`config.mk`:
```
export PLATFORM = sky130hd
export DESIGN_NAME = serializer_stream
export DESIGN_NICKNAME = d
export VERILOG_FILES = /design/src/rtl/serializer_pkg.sv /design/src/rtl/serializer_word_fifo.sv /design/src/rtl/serializer_stream.sv
export SDC_FILE = /design/constraint.sdc
export NUM_CORES = 1
export LEC_CHECK = 0
export ABC_AREA = 1
export BUFFER_PORTS_ARGS = -buffer_cell sky130_fd_sc_hd__buf_2
export CAP_MARGIN = 20
export CORE_ASPECT_RATIO = 1.1
export CORE_MARGIN = 4
export CORE_UTILIZATION = 40
export CTS_BUF_LIST = sky130_fd_sc_hd__clkbuf_8
export CTS_CLUSTER_DIAMETER = 120
export DETAILED_ROUTE_END_ITERATION = 6
export PLACE_DENSITY_LB_ADDON = 0.1
export SETUP_SLACK_MARGIN = 0.02
export SYNTH_ARGS = -nofsm -noshare
export SYNTH_HDL_FRONTEND = slang
export SYNTH_SLANG_ARGS = --single-unit
```
`constraint.sdc`:
```
create_clock -name i_clk_pixel_x5 -period 3 [get_ports i_clk_pixel_x5]
set_input_delay 0.45 -clock i_clk_pixel_x5 [delete_from_list [all_inputs] [get_ports i_clk_pixel_x5]]
set_output_delay 0.45 -clock i_clk_pixel_x5 [all_outputs]
set_load 0.01 [all_outputs]
```
`src/rtl/serializer_pkg.sv`:
```
// rtl/serializer_pkg.sv - shared constants, FSM state type and PRBS7 parameters
package serializer_pkg;

  localparam logic [9:0] TMDS_CTRL_00  = 10'b1101010100;
  localparam logic [9:0] TMDS_CTRL_01  = 10'b0010101011;
  localparam logic [9:0] TMDS_CTRL_10  = 10'b0101010100;
  localparam logic [9:0] TMDS_CTRL_11  = 10'b1010101011;
  localparam logic [9:0] CLOCK_WORD_10 = 10'b0000011111;

  typedef enum logic [1:0] {
    ST_IDLE,
    ST_PRIME,
    ST_RUN,
    ST_DRAIN
  } state_t;

  // x^7 + x^6 + 1: feedback is lfsr[6] ^ lfsr[5]
  localparam logic [6:0] PRBS7_TAPS = 7'b1100000;
  localparam logic [6:0] PRBS7_SEED = 7'h7F;

endpackage

```
`src/rtl/serializer_word_fifo.sv`:
```
// rtl/serializer_word_fifo.sv - show-ahead synchronous word FIFO with occupancy output
module serializer_word_fifo #(
  parameter int WIDTH = 30,
  parameter int DEPTH = 4,
  localparam int PTR_W = (DEPTH > 1) ? $clog2(DEPTH) : 1,
  localparam int LVL_W = $clog2(DEPTH + 1)
) (
  input  logic             i_clk,
  input  logic             i_rst_n,
  input  logic             i_push,
  input  logic             i_pop,
  input  logic [WIDTH-1:0] i_wdata,
  output logic [WIDTH-1:0] o_rdata,
  output logic [LVL_W-1:0] o_level,
  output logic             o_full,
  output logic             o_empty
);

  logic [WIDTH-1:0] r_mem [DEPTH];
  logic [PTR_W-1:0] r_wr_ptr;
  logic [PTR_W-1:0] r_rd_ptr;
  logic [LVL_W-1:0] r_level;
  logic             w_do_push;
  logic             w_do_pop;

  assign o_full    = (r_level == LVL_W'(DEPTH));
  assign o_empty   = (r_level == '0);
  // A full FIFO still takes a write when the head leaves in the same cycle.
  assign w_do_push = i_push && (!o_full || i_pop);
  assign w_do_pop  = i_pop && !o_empty;
  assign o_rdata   = r_mem[r_rd_ptr];
  assign o_level   = r_level;

  always_ff @(posedge i_clk) begin
    if (w_do_push) r_mem[r_wr_ptr] <= i_wdata;
  end

  always_ff @(posedge i_clk or negedge i_rst_n) begin
    if (!i_rst_n) begin
      r_wr_ptr <= '0;
      r_rd_ptr <= '0;
      r_level  <= '0;
    end else begin
      if (w_do_push) r_wr_ptr <= r_wr_ptr + 1'b1;
      if (w_do_pop)  r_rd_ptr <= r_rd_ptr + 1'b1;
      case ({w_do_push, w_do_pop})
        2'b10:   r_level <= r_level + 1'b1;
        2'b01:   r_level <= r_level - 1'b1;
        default: r_level <= r_level;
      endcase
    end
  end

endmodule

```
`src/rtl/serializer_stream.sv`:
```
// rtl/serializer_stream.sv - multi-lane word serializer with clock lane, FIFO priming and drain
// Optional PRBS7 test pattern source enabled by SERIALIZER_STREAM_PRBS_EN.
module serializer_stream
  import serializer_pkg::*;
#(
  parameter int                    NUM_CHANNELS = 3,
  parameter int                    WORD_WIDTH   = 10,
  parameter int                    BITS_PER_CLK = 2,
  parameter int                    FIFO_DEPTH   = 4,
  parameter int                    PRIME_LEVEL  = 2,
  parameter logic [WORD_WIDTH-1:0] IDLE_WORD    = TMDS_CTRL_00,
  parameter logic [WORD_WIDTH-1:0] CLOCK_WORD   = CLOCK_WORD_10,
  localparam int                   LVL_W        = $clog2(FIFO_DEPTH + 1)
) (
  input  logic                    i_clk_pixel_x5,
  input  logic                    i_reset_n,
  input  logic                    i_enable,
`ifdef SERIALIZER_STREAM_PRBS_EN
  input  logic                    i_prbs_mode,
`endif
  input  logic                    i_in_valid,
  output logic                    o_in_ready,
  input  logic [WORD_WIDTH-1:0]   i_in_data [NUM_CHANNELS-1:0],
  output logic [BITS_PER_CLK-1:0] o_out_bits [NUM_CHANNELS-1:0],
  output logic [BITS_PER_CLK-1:0] o_out_clock,
  output logic                    o_word_start,
  output logic                    o_underflow,
  output logic [LVL_W-1:0]        o_fifo_level
);

  localparam int SLOTS  = WORD_WIDTH / BITS_PER_CLK;
  localparam int SLOT_W = (SLOTS > 1) ? $clog2(SLOTS) : 1;
  localparam int FLAT_W = NUM_CHANNELS * WORD_WIDTH;
  localparam logic [SLOT_W-1:0] SLOT_LAST = SLOT_W'(SLOTS - 1);
  localparam logic [LVL_W-1:0]  PRIME_LVL = LVL_W'(PRIME_LEVEL);

  if (WORD_WIDTH % BITS_PER_CLK != 0) begin : g_bad_bits
    $error("BITS_PER_CLK must divide WORD_WIDTH");
  end
  if ((FIFO_DEPTH < 2) || ((FIFO_DEPTH & (FIFO_DEPTH - 1)) != 0)) begin : g_bad_depth
    $error("FIFO_DEPTH must be a power of two >= 2");
  end
  if ((PRIME_LEVEL < 1) || (PRIME_LEVEL > FIFO_DEPTH)) begin : g_bad_prime
    $error("PRIME_LEVEL must be in 1..FIFO_DEPTH");
  end

  state_t                  r_state;
  state_t                  w_state_next;
  logic [WORD_WIDTH-1:0]   r_shift [NUM_CHANNELS];
  logic [WORD_WIDTH-1:0]   r_clk_shift;
  logic [SLOT_W-1:0]       r_slot;
  logic                    r_word_start;
  logic                    r_underflow;

  logic                    w_load;
  logic                    w_prbs;
  logic                    w_push;
  logic                    w_pop;
  logic                    w_underflow_load;
  logic                    w_full;
  logic                    w_empty;
  logic [LVL_W-1:0]        w_level;
  logic [FLAT_W-1:0]       w_fifo_wdata;
  logic [FLAT_W-1:0]       w_fifo_rdata;
  logic [WORD_WIDTH-1:0]   w_load_word [NUM_CHANNELS];

  always_comb begin
    w_fifo_wdata = '0;
    for (int ch = 0; ch < NUM_CHANNELS; ch++) begin
      w_fifo_wdata[ch*WORD_WIDTH +: WORD_WIDTH] = i_in_data[ch];
    end
  end

  assign o_in_ready = !w_full;
  assign w_push     = i_in_valid && o_in_ready;

  serializer_word_fifo #(
    .WIDTH (FLAT_W),
    .DEPTH (FIFO_DEPTH)
  ) u_fifo (
    .i_clk   (i_clk_pixel_x5),
    .i_rst_n (i_reset_n),
    .i_push  (w_push),
    .i_pop   (w_pop),
    .i_wdata (w_fifo_wdata),
    .o_rdata (w_fifo_rdata),
    .o_level (w_level),
    .o_full  (w_full),
    .o_empty (w_empty)
  );

`ifdef SERIALIZER_STREAM_PRBS_EN
  logic [6:0]            r_lfsr;
  logic [6:0]            w_lfsr_adv;
  logic [WORD_WIDTH-1:0] w_prbs_word;

  assign w_prbs = i_prbs_mode;

  // One load consumes WORD_WIDTH successive generator bits, first bit in slot 0.
  always_comb begin
    w_lfsr_adv  = r_lfsr;
    w_prbs_word = '0;
    for (int i = 0; i < WORD_WIDTH; i++) begin
      w_prbs_word[i] = ^(w_lfsr_adv & PRBS7_TAPS);
      w_lfsr_adv     = {w_lfsr_adv[5:0], w_prbs_word[i]};
    end
  end

  always_ff @(posedge i_clk_pixel_x5 or negedge i_reset_n) begin
    if (!i_reset_n)           r_lfsr <= PRBS7_SEED;
    else if (w_load && w_prbs) r_lfsr <= w_lfsr_adv;
  end
`else
  assign w_prbs = 1'b0;
`endif

  assign w_pop            = w_load && !w_prbs && !w_empty;
  assign w_underflow_load = w_load && !w_prbs && w_empty;

  always_comb begin
    for (int ch = 0; ch < NUM_CHANNELS; ch++) begin
      w_load_word[ch] = w_fifo_rdata[ch*WORD_WIDTH +: WORD_WIDTH];
      if (w_empty) w_load_word[ch] = IDLE_WORD;
`ifdef SERIALIZER_STREAM_PRBS_EN
      if (w_prbs) w_load_word[ch] = w_prbs_word;
`endif
    end
  end

  always_ff @(posedge i_clk_pixel_x5 or negedge i_reset_n) begin
    if (!i_reset_n) r_state <= ST_IDLE;
    else            r_state <= w_state_next;
  end

  always_comb begin
    w_state_next = r_state;
    w_load       = 1'b0;
    unique case (r_state)
      ST_IDLE: begin
        if (i_enable) w_state_next = ST_PRIME;
      end
      ST_PRIME: begin
        if (!i_enable) begin
          w_state_next = ST_IDLE;
        end else if (w_level >= PRIME_LVL) begin
          w_load       = 1'b1;
          w_state_next = ST_RUN;
        end
      end
      ST_RUN: begin
        // Enable is only honoured at a word boundary so words are never cut short.
        if (r_slot == SLOT_LAST) begin
          if (i_enable) w_load       = 1'b1;
          else          w_state_next = ST_DRAIN;
        end
      end
      ST_DRAIN: w_state_next = ST_IDLE;
      default:  w_state_next = ST_IDLE;
    endcase
  end

  // Zero-filled right shifts leave the lanes at 0 once the last slot has gone out.
  always_ff @(posedge i_clk_pixel_x5 or negedge i_reset_n) begin
    if (!i_reset_n) begin
      for (int ch = 0; ch < NUM_CHANNELS; ch++) r_shift[ch] <= '0;
      r_clk_shift  <= '0;
      r_slot       <= '0;
      r_word_start <= 1'b0;
      r_underflow  <= 1'b0;
    end else begin
      r_word_start <= w_load;
      if (w_underflow_load) r_underflow <= 1'b1;
      if (w_load) begin
        for (int ch = 0; ch < NUM_CHANNELS; ch++) r_shift[ch] <= w_load_word[ch];
        r_clk_shift <= CLOCK_WORD;
        r_slot      <= '0;
      end else begin
        for (int ch = 0; ch < NUM_CHANNELS; ch++) r_shift[ch] <= r_shift[ch] >> BITS_PER_CLK;
        r_clk_shift <= r_clk_shift >> BITS_PER_CLK;
        if (r_state == ST_RUN) r_slot <= (r_slot == SLOT_LAST) ? '0 : r_slot + 1'b1;
      end
    end
  end

  always_comb begin
    for (int ch = 0; ch < NUM_CHANNELS; ch++) begin
      o_out_bits[ch] = r_shift[ch][BITS_PER_CLK-1:0];
    end
  end

  assign o_out_clock  = r_clk_shift[BITS_PER_CLK-1:0];
  assign o_word_start = r_word_start;
  assign o_underflow  = r_underflow;
  assign o_fifo_level = w_level;

endmodule

```
After elaboration in Yosys (flattened, before gate mapping):

Memory sizes are Yosys's and may differ from the RTL's.
Cells that the tools add are included.

* add/subtract/negate cells: 5
* $lt $le $gt $ge: 1
* eq/ne operators: 11
* multiplexer cells: 22
* reductions and logical operators: 13

Operator list (number)
* two-way mux 10 bit: 3
* two-way mux 30 bit: 1
* two-way mux 2 bit: 5
* two-way mux 3 bit: 3
* two-way mux 8 bit: 1
* one-hot mux 2 bit (4 select lines): 1
* adder 3 x 1 -> 3 bit (second input constant): 2
* equality test 2 bit (second input constant): 3
* equality test 3 bit (second input constant): 2
* two-way mux 1 bit: 6
* != test 2 bit (second input constant): 3
* one-hot mux 3 bit (2 select lines): 1
* logical AND 1 bit: 5
* adder 2 x 1 -> 2 bit (second input constant): 2
* equality test 2 x 1 -> 1 bit (second input constant): 2
* AND reduction 4 bit: 1
* nonzero test 2 bit: 2
* greater-or-equal comparator 3 x 2 -> 1 bit (second input constant): 1
* zero test 3 bit: 1
* != test 3 bit (second input constant): 1
* subtractor 3 x 1 -> 3 bit (second input constant): 1
* zero test 1 bit: 2
* zero test 2 bit: 1
* one-hot mux 1 bit (2 select lines): 1
* logical OR 1 bit: 1

* bits in registers: 54
* bits in writable memories: 120
* output and inout port bits: 14
* logic and storage cells: 64
* memories: 1

Memory list
* u_fifo.r_mem: words 4, bits a word 30, read ports 1, clocked after memory_dff 0, write ports 1, line serializer_word_fifo.sv:19 `logic [WIDTH-1:0] r_mem [DEPTH];`

Depth between registers and ports, before layout:

Gate-level depths: netlist of the first run.

* depth after elaboration: 9
* depth in mapped cells: 13
* gate-level depth less buffers: 12

Modules after synthesis:

Synthesis of the first run repeated with hierarchy kept, for this count alone.

* cells, all modules: 577
* area total of the unflattened synthesis: 6762.7 µm²

Modules (own cells, without submodules)
* serializer_word_fifo: times used 1, cells each 383, area each 5056.1 µm²
* serializer_stream: times used 1, cells each 194, area each 1706.6 µm²

Worst setup path after synthesis of the first run:

No wires, ideal clock.

* path type: register to register
* start point: register u_fifo.r_level[0], in the netlist u_fifo.o_level[0]
* end point: memory u_fifo.r_mem[0][0] (enable)
* library setup time: 0.417 ns
* data arrival time: 2.162 ns
* required time: 2.583 ns
* path slack: 0.421 ns
* cell stages (with the launch flop): 5
* period minus slack after synthesis: 2.579 ns
* cell sequence: dfrtp_1 inv_1 nand3_1 nand2_1 nor2_1

* elaborated cells between the ends (all ways): 14

RTL lines
* start, declared: line serializer_word_fifo.sv:22 `logic [LVL_W-1:0] r_level;`
* start signal, assigned: line serializer_word_fifo.sv:47 `2'b10: r_level <= r_level + 1'b1;`
* start signal, assigned: line serializer_word_fifo.sv:48 `2'b01: r_level <= r_level - 1'b1;`
* start signal, assigned: line serializer_word_fifo.sv:49 `default: r_level <= r_level;`
* equality test 3 bit *: line serializer_word_fifo.sv:26 `assign o_full = (r_level == LVL_W'(DEPTH));`
* zero test 1 bit *: line serializer_stream.sv:74 `assign o_in_ready = !w_full;`
* via o_in_ready: line serializer_stream.sv:22 `output logic o_in_ready,`
* logical AND 1 bit / logical OR 1 bit (equally long branches): line serializer_stream.sv:75, serializer_word_fifo.sv:29
* logical AND 1 bit *: line serializer_word_fifo.sv:29 `assign w_do_push = i_push && (!o_full || i_pop);`
* two-way mux 1 bit *: line serializer_word_fifo.sv:35 `if (w_do_push) r_mem[r_wr_ptr] <= i_wdata;`
* two-way mux 1 bit (not written as such) *: line serializer_word_fifo.sv:35
* end, declared: line serializer_word_fifo.sv:19

Mark *: on every way through the listed nets, which the timed path passes. The rest lies on a longest branch.

Worst setup path after layout of the first run:

* start point: register r_state[0]
* end point: register u_fifo.r_level[2], in the netlist u_fifo.o_level[2]

* longest elaborated chain between the ends: 7
* elaborated cells between the ends (all ways): 11

RTL lines
* start, declared: line serializer_stream.sv:47 `state_t r_state;`
* start signal, assigned: line serializer_stream.sv:132 `else r_state <= w_state_next;`
* equality test 2 bit / equality test 2 x 1 -> 1 bit (equally long branches): line serializer_stream.sv:138 `unique case (r_state)`
* one-hot mux 1 bit (2 select lines) *: line serializer_stream.sv:138
* logical AND 1 bit *: line serializer_stream.sv:117 `assign w_pop = w_load && !w_prbs && !w_empty;`
* logical OR 1 bit: line serializer_word_fifo.sv:29
* logical AND 1 bit: line serializer_word_fifo.sv:29
* equality test 2 x 1 -> 1 bit / equality test 2 bit (equally long branches): line serializer_word_fifo.sv:46 `case ({w_do_push, w_do_pop})`
* one-hot mux 3 bit (2 select lines) / nonzero test 2 bit (equally long branches)

Every way passes the cells marked *; elsewhere a longest branch is shown, timed or not.
A chain may end at the register's enable or synchronous reset.

==> results of run 1 <==
-- kinds of logic (layout without fill, tap and decap cells) --
logic type | count (synthesis) | after routing | share of synthesized area (%)
flops | 166 | 166 | 70.5
xor+xnor | 4 | 4 | 0.519
compound gates | 47 | 47 | 3.54
buf+inv | 62 | 121 | 4.32
simple gates | 314 | 314 | 18.8
fa+ha+maj | 12 | 12 | 2.34
-- registers in the layout, summed over array words and instances, names as in the netlist, named ones only --
| name | flops |
|---|---|
| r_state | 1 |
| r_shift | 24 |
| o_underflow | 1 |
| u_fifo.o_level | 3 |
| u_fifo.r_rd_ptr | 2 |
| r_clk_shift | 3 |
| o_out_bits | 6 |
| u_fifo.r_mem | 120 |
| r_slot | 3 |
| u_fifo.r_wr_ptr | 2 |
-- through the flow --
step / cells / setup slack, ns
floorplan: 605 / 0.421
global placement: 835 / 0.533
detailed placement: 835 / 0.454
CTS: 868 / 0.453
global route: 868 / 0.225
finish: 868 / 0.435
-- routing by layer --
layer	wire length [um]	GRT usage (%)	up-vias
met5	0	0	-
li1	-	-	2065
met1	6090	18.5	1984
met2	6840	26.7	75
met3	451	3.27	14
met4	191	5.69	0
-- layout by cell type, fill, tap and decap left out --
| cell | n |
|---|---|
| o21bai_1 | 1 |
| or2_2 | 3 |
| dlygate4sd3_1 | 1 |
| a21oi_1 | 5 |
| edfxtp_1 | 120 |
| nand4_1 | 2 |
| bufinv_16 | 5 |
| a31oi_1 | 1 |
| clkinvlp_4 | 1 |
| nand2_1 | 193 |
| nor2_8 | 1 |
| nor2_4 | 1 |
| inv_2 | 3 |
| ha_1 | 11 |
| buf_12 | 1 |
| nor2_2 | 5 |
| dfrtp_1 | 45 |
| inv_1 | 28 |
| nand3_4 | 1 |
| nor2_1 | 80 |
| nand2_2 | 2 |
| buf_4 | 9 |
| dfrtp_2 | 1 |
| fa_1 | 1 |
| xnor2_1 | 2 |
| buf_2 | 47 |
| xor2_1 | 2 |
| o21ai_0 | 40 |
| clkinv_1 | 2 |
| clkinv_2 | 4 |
| clkbuf_8 | 17 |
| clkinv_4 | 3 |
| nand3_1 | 26 |
-- critical path, delay by kind of cell, from the launching register on --
kind                     cells  cell delay [ns]
AO/OA/AOI/OAI                2             0.26
adder cells (fa/ha/maj)      3             0.88
flip-flops                   1             0.43
XOR/XNOR                     1             0.13
buffers and inverters        3             0.27
AND/OR/NAND/NOR              3             0.47
-- final cells by class --
class                      instances  area, um^2
clock inverter                    15         211
fill                            1520        8810
multi-input combinational        377        1710
sequential                       166        4760
timing repair buffer              58         333
clock buffer                      17         234
tap                              204         255
inverter                          31         116
-- power groups by stage --
stage | clock (W) | combinational, W | sequential (W)
finish | 0.00176 | 0.00238 | 0.00323
global route | 0.00191 | 0.00275 | 0.00328
CTS | 0.00182 | 0.00245 | 0.00323
detailed placement | 0 | 0.00243 | 0.00328
global placement | 0 | 0.00239 | 0.00326
floorplan | 0 | 0.00175 | 0.00327
-- worst max-delay path by stage --
stage | slack, ns | start | depth (start not counted) | endpoint
floorplan | 0.42 | u_fifo.o_level[0]$_DFFE_PN0P_ | 4 | u_fifo.r_mem[0][0]$_DFFE_PP_
global placement | 0.53 | r_state[0]$_DFFE_PN0P_ | 11 | u_fifo.o_level[2]$_DFFE_PN0P_
detailed placement | 0.45 | r_state[0]$_DFFE_PN0P_ | 12 | u_fifo.o_level[2]$_DFFE_PN0P_
CTS | 0.45 | r_state[0]$_DFFE_PN0P_ | 12 | u_fifo.o_level[2]$_DFFE_PN0P_
global route | 0.22 | r_state[0]$_DFFE_PN0P_ | 12 | u_fifo.o_level[2]$_DFFE_PN0P_
finish | 0.43 | r_state[0]$_DFFE_PN0P_ | 12 | u_fifo.o_level[2]$_DFFE_PN0P_
-- repair_timing --
| action | CTS | global route |
|---|---|---|
| hold endpoints to repair | 16 | 0 |
| hold buffers | 1 | 0 |
| endpoints found under the setup margin | 0 | 0 |
==> flow_summary_export.csv, run 1 <==
group,metric,value,unit
synthesis,syn-num-nets,651,
cts,post_cts_buffers,0,
critical_path,critical_path_required,3.33,ns
timing,finClkSkew,0.0101,ns
critical_path,cpMaxStageDelayCell,"dfrtp_1",
final_layout,syn_to_final_growth,12.9,%
timing,tightest_slew,0.993,ns
synthesis,synth_edf_count,120,
timing,finalSetupViolCount,0,
detailed_routing,drt-vias-per-instance,4.77,
cts,cts.path.max_buffers,2,
critical_path,cp-end-kind,"flip-flop",
grt,gr-total-overflow,0,
die,num_rows,49,
critical_path,reg2regPathDepth,12,
run,cap_violations,0,
critical_path,cp-start-kind,"flip-flop",
min_path,min-delay-start,"i_in_data[24]",
cts,cts.repair.resized,0,
synthesis,ys_types,28,
synthesis,yosysSeqAreaShare,70.5,%
synthesis,ys_warn_count,0,
die,initial_core_util,41.1,%
critical_path,timing.rr.end,"u_fifo.o_level[2]$_DFFE_PN0P_",
pwr,total_power,0.00736,W
synthesis,netlist_instances,605,
grt,grt_usage,15.2,%
timing,period_minus_slack,2.57,ns
detailed_routing,num_vias,4138,
pwr,cell_internal_pwr,0.00478,W
detailed_routing,wl_per_cell,15.6,um
cts,cts_tree,"yes",
pwr,leakage,3.27,nW
detailed_routing,drc,0,
min_path,holdPathEnd,"u_fifo.r_mem[1][24]$_DFFE_PP_",
die,dieWidth,132,um
cts,cts_buffers,17,
cts,path_clk_slew,0.08,ns
synthesis,synth_area_per_cell,11.2,um^2
placement,portBuffers,47,
pwr,pwr-share-comb,32.3,%
synthesis,synthArstFlopShare,27.7,%
die,num_io_pins,48,
outcome,status,"finished clean",
detailed_routing,drt_iter0_drc,289,
grt,grt_pass1_wl,22.0,mm
synthesis,synthesis.area,0.00675,mm^2
pwr,power_frac_clock,23.9,%
placement,gp_congestion,0.740,
pwr,power_density,966,mW/mm^2
pwr,vdd_drop_max,0.000442,V
die,dieArea,0.0190,mm^2
min_path,hp-class,"in -> reg",
cts,clk_latency,0.45,ns
timing,hold_violations,0,
timing,relSlewSlack,33.7,%
timing,slew_violations,0,
synthesis,synth_area_leader_cell,"edfxtp_1",
cts,htreeDepth,4,
synthesis,ys_ff_latch,166,
final_layout,final_cell_area,0.00762,mm^2
pwr,seqPwrFrac,43.8,%
detailed_routing,antenna_left,0,
cts,clock-sinks,166,
min_path,hold_depth,1,
synthesis,synth_most_common_cell,"nand2_1",
timing,grt_setup_unrepaired,"no",
die,die-height,144,um
placement,dpl_cell_area,0.00716,mm^2
cts,cts-root-buf,"clkbuf_8",
synthesis,netlist.area_leader.share,53.4,%
placement,hpwlAfterDp,7.74,mm
synthesis,synth_common_cells,"193 x nand2_1, 120 x edfxtp_1, 84 x nor2_1, 46 x dfrtp_1, 40 x o21ai_0",
timing,setup_tns,0,ns
critical_path,path_cells,"inv_1 -> ha_1 -> inv_2 -> nand2_2 -> nand3_4 -> nor2_8 -> ha_1 -> inv_1 -> fa_1 -> a21oi_1 -> o21ai_0 -> xnor2_1",
critical_path,reg2reg_from,"r_state[0]$_DFFE_PN0P_",
grt,grt_max_degree,64,
die,core,0.0164,mm^2
timing,holdWs,0.211,ns
critical_path,max_stage_delay,0.43,ns
grt,grt_pass1_vias,4121,
timing,fin_crit_sh,85.5,%
critical_path,worstSetupPathType,"reg -> reg",
synthesis,ys_top_cells_by_area,"edfxtp_1 53%, dfrtp_1 17%, nand2_1 11%",
pwr,p_sw,0.00258,W
timing,max_clock_freq,0.390,GHz
detailed_routing,totalWireLength,13.6,mm
pwr,swShare,35.1,%
grt,antenna_found_initial,0,
critical_path,reg2reg_slack,0.43,ns
final_layout,final_nets,697,
critical_path,arrival,2.90,ns
synthesis,synth-main-ff-cell,"edfxtp_1",
critical_path,critPathMaxFanout,18,
final_layout,n_antenna_cell,0,
detailed_routing,firstDrtPassIters,6,
final_layout,drive_gt1_share,15.7,%
final_layout,utilization,46.4,%
No activity file was read; power rests on OpenSTA's default activity.
==> inputs of run 2 (changes only) <==
Settings changed: SKIP_CTS_REPAIR_TIMING set to 1, SYNTH_HIERARCHICAL set to 1.
==> run 2 against run 1 <==
Cell count decreased by 2.8%. Sequential power rose by 2%. Setup slack got worse by 0.086 ns. Clock-buffer cell count is 1 higher. Clock skew decreased by 0.00061 ns. Global-route usage down 0.44 points. Via count fell by 2.4%. Clock power fell by 15%. Critical endpoint is now u_fifo/o_level[1]$_DFFE_PN0P_.
==> flow_summary_export.csv, run 2 <==
group,metric,value,unit
synthesis,synth-main-ff-cell,"edfxtp_1",
cts,clock-sinks,166,
cts,clk_latency,0.43,ns
timing,hold_violations,0,
detailed_routing,met2RoutedLength,6.66,mm
final_layout,largest_register,"u_fifo/r_mem",
timing,relSlewSlack,49.9,%
detailed_routing,num_vias,4040,
detailed_routing,dr.max_layer_used,"met4",
synthesis,synth_edf_count,120,
critical_path,worstSetupPathType,"reg -> reg",
detailed_routing,drc,0,
pwr,total_power,0.00709,W
detailed_routing,wl_per_cell,15.7,um
final_layout,layout.cells.non_filler,844,
final_layout,drive_gt1_share,16.7,%
final_layout,layout_commonest_cell,"edfxtp_1",
synthesis,netlist_instances,577,
synthesis,ys_warn_count,6,
pwr,pwr-share-comb,32.6,%
pwr,power_frac_clock,21.0,%
grt,grt_pass1_vias,4052,
outcome,status,"finished clean",
placement,dp.cells,812,
pwr,cell_internal_pwr,0.00456,W
synthesis,synthArstFlopShare,27.7,%
pwr,swShare,35.6,%
final_layout,final_cell_mix,"120 x edfxtp_1, 114 x nor2_1, 91 x nand2_1",
pwr,vdd_drop_max,0.000338,V
final_layout,final_nets,673,
synthesis,synth_area_leader_cell,"edfxtp_1",
final_layout,n_antenna_cell,0,
synthesis,ys_types,28,
placement,hpwlAfterDp,8.24,mm
placement,dpl_cell_area,0.00713,mm^2
detailed_routing,totalWireLength,13.3,mm
synthesis,yosysSeqAreaShare,70.3,%
pwr,power_density,945,mW/mm^2
synthesis,ys_top_cells_by_area,"edfxtp_1 53%, dfrtp_1 17%, nor2_1 6.5%",
die,die-height,144,um
pwr,leakage,3.06,nW
cts,cts_tree,"yes",
die,core,0.0165,mm^2
critical_path,cp-end-kind,"flip-flop",
pwr,p_sw,0.00253,W
detailed_routing,firstDrtPassIters,4,
cts,cts.path.max_buffers,2,
cts,htreeDepth,4,
timing,grt_setup_unrepaired,"no",
final_layout,final_cell_area,0.00750,mm^2
synthesis,synth_common_cells,"120 x edfxtp_1, 118 x nor2_1, 91 x nand2_1, 88 x o21ai_1, 46 x dfrtp_1",
detailed_routing,route.met3.wl,330,um
synthesis,synth_area_per_cell,11.7,um^2
timing,fin_crit_sh,88.4,%
detailed_routing,antenna_left,0,
cts,cts-root-buf,"clkbuf_8",
detailed_routing,wl_met1,6.23,mm
min_path,hp-class,"in -> async",
timing,finClkSkew,0.00948,ns
critical_path,critical_path_required,3.36,ns
grt,gr-total-overflow,0,
die,num_io_pins,48,
critical_path,cp-start-kind,"flip-flop",
synthesis,syn-num-nets,623,
critical_path,critPathMaxFanout,10,
placement,gp_congestion,0.748,
final_layout,largest_reg_flops,120,
cts,cts_buffers,17,
timing,period_minus_slack,2.65,ns
final_layout,fill_cells,1543,
cts,path_clk_slew,0.08,ns
placement,portBuffers,47,
detailed_routing,drt-vias-per-instance,4.79,
synthesis,synthesis.area,0.00676,mm^2
timing,tightest_slew,0.751,ns
die,initial_core_util,41.0,%
pwr,seqPwrFrac,46.3,%
final_layout,syn_to_final_growth,10.9,%
synthesis,synth_most_common_cell,"edfxtp_1",
grt,grt_max_degree,63,
die,num_rows,49,
grt,antenna_found_initial,0,
grt,grt_usage,14.7,%
run,cap_violations,0,
die,dieArea,0.0191,mm^2
synthesis,ys_ff_latch,166,
die,dieWidth,132,um
timing,slew_violations,0,
timing,max_clock_freq,0.377,GHz
synthesis,netlist.area_leader.share,53.3,%
detailed_routing,drt_iter0_drc,258,
grt,grt_pass1_wl,21.6,mm
critical_path,arrival,3.01,ns
timing,finalSetupViolCount,0,
run 2: cell count changes in the layout (fill, tap and decap cells not counted), sizes merged, moves of 3 or more:
cell    previous run  this run
nor2              87       120
nand3             27         8
o21ai             40       103
bufinv             5         2
buf               57        63
inv               31        36
clkinv             9         5
nand2            195        93
run 2: per-stage QoR:
stage          utilization (%)  hold WS [ns]  setup TNS, ns  setup WS, ns
2_1_floorplan                -         0.154         -26.87        -0.224
3_3_place_gp              43.2         0.437              0         0.519
3_5_place_dp              43.2         0.438              0         0.361
4_1_cts                   45.5        0.0753              0         0.349
5_1_grt                   45.5         0.112              0         0.202
6_report                  45.5        0.0773              0         0.349
run 2: power by group through the flow:
stage | combinational (W) | clock [W] | sequential (W)
floorplan | 0.00184 | 0 | 0.00329
global placement | 0.00234 | 0 | 0.00333
detailed placement | 0.00235 | 0 | 0.00334
CTS | 0.00237 | 0.00155 | 0.00329
global route | 0.00265 | 0.00165 | 0.00334
finish | 0.00231 | 0.00149 | 0.00328
run 2: metal layers:
metal | track usage [%] | vias up
met1 | 18.7 | 1955
li1 | - | 2032
met4 | 5.14 | 0
met5 | 0 | -
met2 | 25.1 | 51
met3 | 3.27 | 2
run 2: final timing paths:
path / slack [ns] / end / cells past startpoint / from
hold reg to reg: 0.45 / o_out_bits[2]$_DFF_PN0_ / 2 / r_shift[12]$_DFF_PN0_
max in group asynchronous: 2.19 / r_shift[19]$_DFF_PN0_ / 2 / i_reset_n
min in group i_clk_pixel_x5: 0.23 / u_fifo/r_mem[0][26]$_DFFE_PP_ / 1 / i_in_data[26]
setup / recovery: 0.35 / u_fifo/o_level[1]$_DFFE_PN0P_ / 12 / r_state[0]$_DFFE_PN0P_
setup reg to reg: 0.35 / u_fifo/o_level[1]$_DFFE_PN0P_ / 12 / r_state[0]$_DFFE_PN0P_
hold / removal: 0.08 / r_slot[0]$_DFFE_PN0P_ / 1 / i_reset_n
run 2: logic make-up (layout without fill, tap and decap cells):
kind of cell / after synthesis / in the layout / synth area share, %
AOI/OAI and AO/OA: 107 / 107 / 7.96
buffers and inverters: 63 / 126 / 5.75
and+or+nand+nor: 228 / 228 / 13.5
adders and majority gates: 12 / 12 / 2.33
DFF: 166 / 166 / 70.3
xor gates and xnor gates: 1 / 1 / 0.130
run 2: final cells by class:
cell class	count	area [um^2]	area share (%)
clock buffer	18	248	3.30
clock inverter	14	121	1.62
inverter	31	124	1.65
multi-input combinational	348	1630	21.7
sequential	166	4760	63.4
tap	204	255	3.40
timing repair buffer	63	368	4.90
run 2: critical path: stages, from the launching register on:
cell	delay, ns
dfrtp_1	0.42
inv_1	0.11
ha_1	0.29
nand2_1	0.18
nand3_4	0.10
nor2_4	0.20
inv_1	0.08
nand3_2	0.10
nand2_2	0.14
ha_1	0.26
inv_1	0.10
fa_1	0.41
o21ai_0	0.16
==> inputs of run 3 (changes only) <==
Settings changed: SYNTH_HIERARCHICAL 1 to not set.
==> run 3 against run 2 <==
Flip-flop and latch count unchanged. Global-route usage grew 0.42 points. Sequential power down 2%. Via count grew 2.6%. Highest routed layer unchanged. Sequential share of layout area fell by 0.96 points. Hold slack better by 0.13 ns. Die area decreased by 0.23%. Core utilization increased by 0.87 points. Setup slack better by 0.087 ns. Combinational power increased by 3%. Routed wire length grew 2.4%.
==> flow_summary_export.csv, run 3 (synthesis gave the netlist of run 1 again) <==
group,metric,value,unit
critical_path,worst-path-buf-inv,3,
pwr,power_density,967,mW/mm^2
final_layout,n_antenna_cell,0,
timing,slew_violations,0,
critical_path,critical_path_required,3.33,ns
die,dieArea,0.0190,mm^2
die,core,0.0164,mm^2
timing,hold_violations,0,
die,die-height,144,um
detailed_routing,drt-vias-per-instance,4.78,
critical_path,reg2regPathDepth,12,
critical_path,path_cells,"inv_1 -> ha_1 -> inv_2 -> nand2_2 -> nand3_4 -> nor2_8 -> ha_1 -> inv_1 -> fa_1 -> a21oi_1 -> o21ai_0 -> xnor2_1",
critical_path,cpMaxStageDelayCell,"dfrtp_1",
final_layout,layout_commonest_cell,"nand2_1",
detailed_routing,drt_iter0_drc,289,
outcome,status,"finished clean",
final_layout,largest_reg_flops,120,
final_layout,largest_register,"u_fifo.r_mem",
die,num_io_pins,48,
detailed_routing,drc,0,
die,dieWidth,132,um
placement,portBuffers,47,
die,num_rows,49,
timing,relSlewSlack,33.5,%
timing,finalSetupViolCount,0,
critical_path,critPathMaxFanout,18,
timing,holdWs,0.211,ns
grt,gr-total-overflow,0,
critical_path,path_delay_family,"adder cells",
cts,cts.path.max_buffers,2,
final_layout,drive_gt1_share,15.7,%
cts,path_clk_slew,0.08,ns
critical_path,max_stage_delay,0.43,ns
timing,period_minus_slack,2.56,ns
critical_path,worstSetupPathType,"reg -> reg",
min_path,hp-class,"in -> reg",
cts,clk_latency,0.45,ns
timing,tightest_slew,0.996,ns
critical_path,arrival,2.90,ns
critical_path,worst-path-stages,12,
final_layout,final_nets,697,
placement,dpl_cell_area,0.00716,mm^2
timing,max_clock_freq,0.390,GHz
cts,cts_tree,"yes",
grt,grt_pass1_vias,4116,
cts,htreeDepth,4,
timing,setup_tns,0,ns
final_layout,syn_to_final_growth,12.9,%
timing,finClkSkew,0.0101,ns
placement,hpwlAfterDp,7.74,mm
min_path,hold_depth,1,
detailed_routing,totalWireLength,13.6,mm
grt,antenna_found_initial,0,
detailed_routing,num_vias,4146,
detailed_routing,firstDrtPassIters,6,
run,cap_violations,0,
final_layout,final_cell_mix,"193 x nand2_1, 120 x edfxtp_1, 80 x nor2_1",
critical_path,cp-end-kind,"flip-flop",
final_layout,final_cell_area,0.00762,mm^2
die,initial_core_util,41.1,%
placement,gp_congestion,0.740,
timing,grt_setup_unrepaired,"no",
timing,fin_crit_sh,85.5,%
final_layout,fill_cells,1520,
cts,cts-root-buf,"clkbuf_8",
final_layout,utilization,46.4,%
pwr,vdd_drop_max,0.000443,V
critical_path,cp-start-kind,"flip-flop",
grt,grt_pass1_wl,22.0,mm
detailed_routing,antenna_left,0,
cts,cts_buffers,17,
grt,grt_max_degree,64,
pwr,leakage,3.27,nW
grt,grt_usage,15.1,%
detailed_routing,wl_per_cell,15.7,um
cts,clock-sinks,166,
[run 3: layout make-up]
cell class                      instances  area, um^2  area share, %
Inverter                               31         116           1.53
Timing Repair Buffer                   58         333           4.37
Tap cell                              204         255           3.35
Clock inverter                         15         211           2.78
Clock buffer                           17         234           3.07
Sequential cell                       166        4760           62.4
Multi-Input combinational cell        377        1710           22.5
[run 3: report_power, final]
part	internal, W	total, W	leakage [nW]	switching, W
combinational	0.000735	0.00238	1.35	0.00164
sequential	0.00306	0.00323	1.69	0.000165
clock	0.000981	0.00176	0.228	0.000778
[run 3: final timing paths]
check | from | end | slack, ns
setup / recovery | r_state[0]$_DFFE_PN0P_ | u_fifo.o_level[2]$_DFFE_PN0P_ | 0.44
hold / removal | i_in_data[16] | u_fifo.r_mem[0][16]$_DFFE_PP_ | 0.21
setup reg to reg | r_state[0]$_DFFE_PN0P_ | u_fifo.o_level[2]$_DFFE_PN0P_ | 0.44
hold reg to reg | r_shift[17]$_DFF_PN0_ | r_shift[15]$_DFF_PN0_ | 0.44
max in group asynchronous | i_reset_n | u_fifo.r_rd_ptr[0]$_DFFE_PN0P_ | 1.72
min in group asynchronous | i_reset_n | o_out_bits[5]$_DFF_PN0_ | 0.47
[run 3: layer usage]
layer  track usage [%]  part of all wire (%)  up-vias  wire (um)
li1                  -                     -     2065          -
met1              18.5                    45     1996       6130
met2              26.7                    50       71       6820
met3              3.31                   3.3       14        445
met4              5.69                   1.4        0        191
met5                 0                     0        -          0
[run 3: stage by stage]
step | setup WS, ns | cells | total power [W]
after floorplan | 0.421 | 605 | 0.00502
after global placement | 0.533 | 835 | 0.00564
after detailed placement | 0.454 | 835 | 0.00571
after CTS | 0.453 | 867 | 0.00749
after global routing | 0.225 | 868 | 0.00793
final | 0.436 | 868 | 0.00736
